<file path="config.mk">
export PLATFORM = sky130hd
export DESIGN_NAME = autosym_sweep_sig
export DESIGN_NICKNAME = d
export VERILOG_FILES = /design/src/rtl/autosym_sweep_sig.sv
export SDC_FILE = /design/constraint.sdc
export NUM_CORES = 1
export LEC_CHECK = 0
export BUFFER_PORTS_ARGS = -buffer_cell sky130_fd_sc_hd__buf_4
export CAP_MARGIN = 25
export CORE_ASPECT_RATIO = 0.75
export CORE_MARGIN = 5
export CORE_UTILIZATION = 58
export CTS_BUF_LIST = sky130_fd_sc_hd__clkbuf_8
export CTS_CLUSTER_DIAMETER = 30
export DETAILED_ROUTE_END_ITERATION = 16
export GPL_TIMING_DRIVEN = 0
export PLACE_DENSITY_LB_ADDON = 0.08
export SKIP_CTS_REPAIR_TIMING = 1
export SYNTH_ARGS = -nofsm -noshare
export SYNTH_HDL_FRONTEND = slang
export SYNTH_SLANG_ARGS = --single-unit
</file>
<file path="constraint.sdc">
create_clock -name clk -period 4.62 [get_ports clk]
set_clock_uncertainty 0.1 [all_clocks]
set_input_delay 0.693 -clock clk [delete_from_list [all_inputs] [get_ports clk]]
set_output_delay 0.693 -clock clk [all_outputs]
set_load 0.02 [all_outputs]
</file>
<file path="src/rtl/autosym_sweep_sig.sv">
// Exhaustive minterm sweeper + MISR/on-set compactor for 1-output PLA netlists; SWEEP_GRAY_EN selects Gray-order x.
// Latency: done pulses (SETTLE+1)*2^N_IN cycles after the start edge; each minterm is held SETTLE+1 cycles.
// Backpressure: none; start is only accepted in IDLE and ignored while busy or done.
module autosym_sweep_sig #(
    parameter int              N_IN   = 9,
    parameter int              SIG_W  = 16,
    parameter logic [SIG_W-1:0] POLY  = 16'h1021,
    parameter logic [SIG_W-1:0] SEED  = '1,
    parameter int              SETTLE = 1
) (
    input  logic              clk,
    input  logic              rst,
    input  logic              start,
    input  logic [SIG_W-1:0]  golden_sig,
    input  logic              y0,
    output logic [N_IN-1:0]   x,
    output logic              busy,
    output logic              done,
    output logic [SIG_W-1:0]  signature,
    output logic [N_IN:0]     ones_count,
    output logic              match
);

    typedef enum logic [1:0] {IDLE, HOLD, DONE} state_t;

    localparam logic [N_IN-1:0] LAST     = '1;
    localparam logic [3:0]      SETTLE_C = 4'(SETTLE);

    state_t            state, state_nx;
    logic [N_IN-1:0]   index, index_nx;
    logic [3:0]        hold, hold_nx;
    logic [SIG_W-1:0]  signature_nx;
    logic [N_IN:0]     ones_nx;
    logic              match_nx;
    logic              fb;
    logic [SIG_W-1:0]  misr;

    assign fb   = signature[SIG_W-1] ^ y0;
    assign misr = {signature[SIG_W-2:0], 1'b0} ^ (fb ? POLY : '0);

    always_ff @(posedge clk) begin
        if (rst) begin
            state      <= IDLE;
            index      <= '0;
            hold       <= '0;
            signature  <= SEED;
            ones_count <= '0;
            match      <= 1'b0;
        end else begin
            state      <= state_nx;
            index      <= index_nx;
            hold       <= hold_nx;
            signature  <= signature_nx;
            ones_count <= ones_nx;
            match      <= match_nx;
        end
    end

    always_comb begin
        state_nx     = state;
        index_nx     = index;
        hold_nx      = hold;
        signature_nx = signature;
        ones_nx      = ones_count;
        match_nx     = match;
        case (state)
            IDLE: begin
                if (start) begin
                    index_nx     = '0;
                    hold_nx      = '0;
                    signature_nx = SEED;
                    ones_nx      = '0;
                    match_nx     = 1'b0;
                    state_nx     = HOLD;
                end
            end
            HOLD: begin
                if (hold < SETTLE_C) begin
                    hold_nx = hold + 4'd1;
                end else begin
                    // sample edge: y0 has been stable for SETTLE+1 cycles
                    signature_nx = misr;
                    ones_nx      = ones_count + {{N_IN{1'b0}}, y0};
                    if (index == LAST) begin
                        state_nx = DONE;
                        match_nx = (misr == golden_sig);
                    end else begin
                        index_nx = index + 1'b1;
                        hold_nx  = '0;
                    end
                end
            end
            DONE:    state_nx = IDLE;
            default: state_nx = IDLE;
        endcase
    end

    assign busy = (state == HOLD);
    assign done = (state == DONE);

`ifdef SWEEP_GRAY_EN
    assign x = index ^ (index >> 1);
`else
    assign x = index;
`endif

endmodule

</file>
* Word level (Yosys, flattened, before mapping)
Index checks and enable logic that the tools add are counted.
W data, S select, Z words.
** Cells by class
- Reduce and logical (&&, ||, !) cells :: 7
- Add/subtract/negate cells :: 3
- Equality and inequality tests :: 9
- $lt $le $gt $ge :: 1
- Mux-type cells :: 23
- Bitwise operators :: 2
** Operators with widths (count)
- $mux W16 :: 2
- $pmux W16 S2 :: 1
- $mux W9 :: 3
- $mux W10 :: 2
- $pmux W10 S2 :: 1
- $pmux W9 S2 :: 1
- $eq A16 B16 Y1 :: 1
- $xor A16 B13 Y16 :: 1
- $mux W13 :: 1
- $mux W4 :: 3
- $add A10 B1 Y10 :: 1
- $add A9 B1 Y9 const B :: 1
- $eq A9 B9 Y1 const B :: 1
- $reduce_and A3 Y1 :: 3
- $pmux W4 S2 :: 1
- $reduce_and A4 Y1 :: 2
- $mux W2 :: 3
- $ne A2 B2 Y1 const B :: 3
- $add A4 B1 Y4 const B :: 1
- $lt A4 B1 Y1 const B :: 1
- $pmux W2 S2 :: 1
- $mux W1 :: 3
- $ne A3 B3 Y1 const B :: 1
- $eq A2 B1 Y1 const B :: 1
- other kinds (6) :: 6
** Word-level totals
- Output and inout port bits :: 38
- Input bits :: 20
- Bits in registers :: 42
- Word-level logic and storage cells :: 51

* Longest topological paths before layout
- Depth in word-level cells :: 7
- Mapped depth :: 8
- Mapped depth without buffers :: 8

* Least setup slack after synthesis
Ideal clock, no wire load.
- Path kind :: flip-flop to flip-flop
- Start :: reg index[3] (netlist: x[3])
- End :: reg hold[1]
- Cell stages (with the launch flop) :: 9
- Setup slack :: 2.624 ns
- Arrival time :: 1.831 ns
- Setup time :: 0.065 ns
- Data required time :: 4.455 ns
- Buffers on the path :: 0
- Period minus slack after synthesis :: 1.996 ns
- Path through :: dfxtp_1 > nand4_1 > or2_2 > nor2_1 > ha_1 > nand2_1 > o21ai_0 > a22oi_1 > nor2_1
** Between the ends
- Longest elaborated chain between the ends :: 3
** RTL lines
- from (decl) :: line 30 : logic [N_IN-1:0] index, index_nx;
- from (signal assigned) :: line 51 : index <= index_nx;
- $eq A9 B9 Y1 :: line 84 : if (index == LAST) begin
- $ne A3 B3 Y1 (no line)
- $reduce_and A3 Y1 (no line)
- to (signal assigned) :: line 52 : hold <= hold_nx;
- to (decl) :: line 31 : logic [3:0] hold, hold_nx;
Every way passes these cells.
A chain may end at the register's enable or synchronous reset.

* Worst setup path in the final report
- Start :: reg state[1]
- End :: out busy
** Between the ends
- Longest elaborated chain between the ends :: 1
** RTL lines
- from (decl) :: line 29 : state_t state, state_nx;
- from (signal assigned) :: line 50 : state <= state_nx;
- $eq A2 B1 Y1 :: line 98 : assign busy = (state == HOLD);
- to (decl) :: line 17 : output logic busy,
Every way passes these cells.

==> flow_summary.json <==
{
  "status": "finished clean",
  "drt_iter0_markers": 124,
  "startpoint_type": "flip-flop",
  "crit_fanout": 10,
  "drtAntennaViolNets": 0,
  "internal_power_w": 0.000536,
  "min_to": "ones_count[0]",
  "clk_pin_slew_ns": 0.07,
  "pin_count": 58,
  "power_frac_seq_pct": 52.2,
  "antenna_cells": 0,
  "ff2ff_path_depth": 8,
  "die_y_um": 61.4,
  "hold_class": "reg2reg",
  "netlist_area_um2": 2040,
  "grt_pass1_wl_um": 8390,
  "arrival_ns": 1.62,
  "core_um2": 3330,
  "cts_sinks": 42,
  "drive_gt1_share_pct": 24.3,
  "ys_warn_count": 0,
  "hold_viol": 0,
  "crit_type": "reg2out",
  "r2r_slack_ns": 2.42,
  "clk_latency_ns": 0.29,
  "drt_first_pass_iters": 4,
  "setup_viol": 0,
  "stdcell_count": 344,
  "max_slew_margin_pct": 48.6,
  "cts_buffers": 5,
  "ctsHtreeMaxLevel": 2,
  "ir_worst_vdd_mv": 0.198,
  "power.clock.fraction_pct": 31.9,
  "grt_start_max_net_pins": 12,
  "drcViolationCount": 0,
  "ys_ff_latch": 42,
  "ys_seq_area_share_pct": 41.1,
  "crit_path_end_kind": "output port",
  "root_buffer": "clkbuf_8",
  "grt_use_total_pct": 22.5,
  "die_width_um": 78.6,
  "port_buffers": 57,
  "async_flop_share_pct": 0,
  "area_growth_pct": 27.4,
  "start_util_pct": 61.3,
  "num_rows": 18,
  "period_share_pct": 52.2,
  "cts_tree": "done",
  "synth_enable_flop_cells": 0,
  "dieArea_um2": 4820,
  "setup_tns_ns": 0,
  "r2r_end": "hold[2]",
  "gp_congestion": 0.793,
  "dp_hpwl_um": 3810,
  "rsz0062_at_grt": "no",
  "syn_avg_cell_area_um2": 8.48,
  "worstPathRequired_ns": 3.83,
  "grt_pass1_vias": 1804,
  "viasPerCell": 5.61,
  "fmax_mhz": 415,
  "synth-main-ff-cell": "dfxtp_1",
  "holdWs_ns": 0.375,
  "drt-total-wl_um": 5040,
  "fin_crit_ns": 2.41,
  "holdPathStages": 2,
  "tightest_slew_ns": 0.765,
  "switching_share_pct": 26.7,
  "total_power_w": 0.000731,
  "slew_violations": 0,
  "regToRegStartpoint": "x[3]",
  "wl_per_cell_um": 14.7,
  "maxCapViolations": 0,
  "dp_cells": 338,
  "p_leak_nw": 1.06,
  "antenna_found_initial": 0,
  "synth_cell_types": 39,
  "p_per_area_nw_per_um2": 281,
  "p_sw_w": 0.000196,
  "syn_inst": 241,
  "vias": 1930,
  "synthesis.nets": 267,
  "grt-ovfl-total": 0,
  "p_comb_share_pct": 15.9,
  "cts_buffer_depth": 2,
  "finalNetCount": 331,
  "holdCritStartpoint": "ones_count[0]"
}
-- stage by stage --
step / utilization, % / cell area, µm² / setup slack [ns]
floorplan: - / 2040 / 2.62
global placement: 75.7 / 2520 / 2.46
detailed placement: 75.7 / 2520 / 2.41
CTS: 78.2 / 2610 / 2.23
global route: 78.2 / 2610 / 2.08
finish: 78.2 / 2610 / 2.21
-- critical path, stage by stage, from the launching register on --
cell	delay, ns
dfxtp_1	0.42
nand2b_1	0.15
clkbuf_1	0.38
inv_1	0.18
buf_4	0.20
-- placed cells by master (no fill, tap or decap), drive strengths merged, types with 2 or more instances in the layout --
cell type	count
nor3b	3
nor3	11
nand2	27
clkbuf	11
o31ai	3
nor2	22
or2	2
o21ai	8
ha	6
or3	5
inv	6
a21oi	11
buf	62
nor2b	2
and2	2
nor4	5
o21bai	6
a22oi	4
or4	3
dfxtp	42
nand4	7
nand2b	2
xor2	13
nand3	18
xnor2	12
-- synthesized netlist by cell type (2+ instances only) --
library cell	number	area share (%)
o21ai_0	8	2.0
xnor2_1	12	5.1
buf_2	3	0.73
and2_1	2	0.61
or3_1	5	1.5
xor2_1	13	5.6
nor2b_1	2	0.61
or4_1	3	1.1
nand3_1	17	4.2
nor3b_1	3	1.1
inv_1	6	1.1
nor2_1	21	3.9
nor4_1	5	1.5
nand4_1	7	2.1
nor3_1	11	2.7
clkbuf_1	5	0.92
o21bai_1	6	2.2
or2_2	2	0.61
a21oi_1	11	2.7
nand2_1	27	5.0
a22oi_1	4	1.5
nand2b_1	2	0.61
buf_4	2	0.73
ha_1	6	3.7
o31ai_1	3	1.1
dfxtp_1	42	41
-- worst max-delay path by stage --
stage,from,to,slack (ns),cells past startpoint
floorplan,x[3],hold[1],2.62,8
global placement,y0,match,2.46,5
detailed placement,y0,match,2.41,5
CTS,state[1],busy,2.23,4
global route,state[1],busy,2.08,4
finish,state[1],busy,2.21,4
-- cell families after synthesis --
logic type                 after synthesis  share of synthesized area, %
and+or+nand+nor                        115                          29.4
buffers and inverters                   16                          3.49
AOI/OAI and AO/OA                       36                          11.1
muxes                                    1                         0.490
adders and majority gates                6                          3.67
DFF                                     42                          41.1
xor gates and xnor gates                25                          10.7
-- layer usage --
metal	vias up	track usage, %	wire length (µm)
met4	0	9.23	51
met1	902	29.4	2400
met3	7	5.85	322
met2	48	36.2	2260
met5	-	0	0
li1	973	-	-
-- layout make-up --
class	count	area (µm²)
multi-input cells	183	1130
fillers	251	728
flip-flops and latches	42	841
well taps	40	50.0
clock buffers	6	82.6
repair buffers	57	428
inverters	6	22.5
plain buffers	10	48.8
-- power by group through the flow --
stage,clock network [W],registers [W],logic (W)
2_1_floorplan,0,0.000397,0.0000633
3_3_place_gp,0,0.000389,0.000112
3_5_place_dp,0,0.000390,0.000115
4_1_cts,0.000238,0.000381,0.000117
5_1_grt,0.000252,0.000383,0.000128
6_report,0.000234,0.000381,0.000116
-- state kept, by name, indices dropped and copies added, names as in the netlist --
name,flops
x,9
ones_count,10
state,2
match,1
hold,4
signature,16
(Power assumes the default switching activity.)
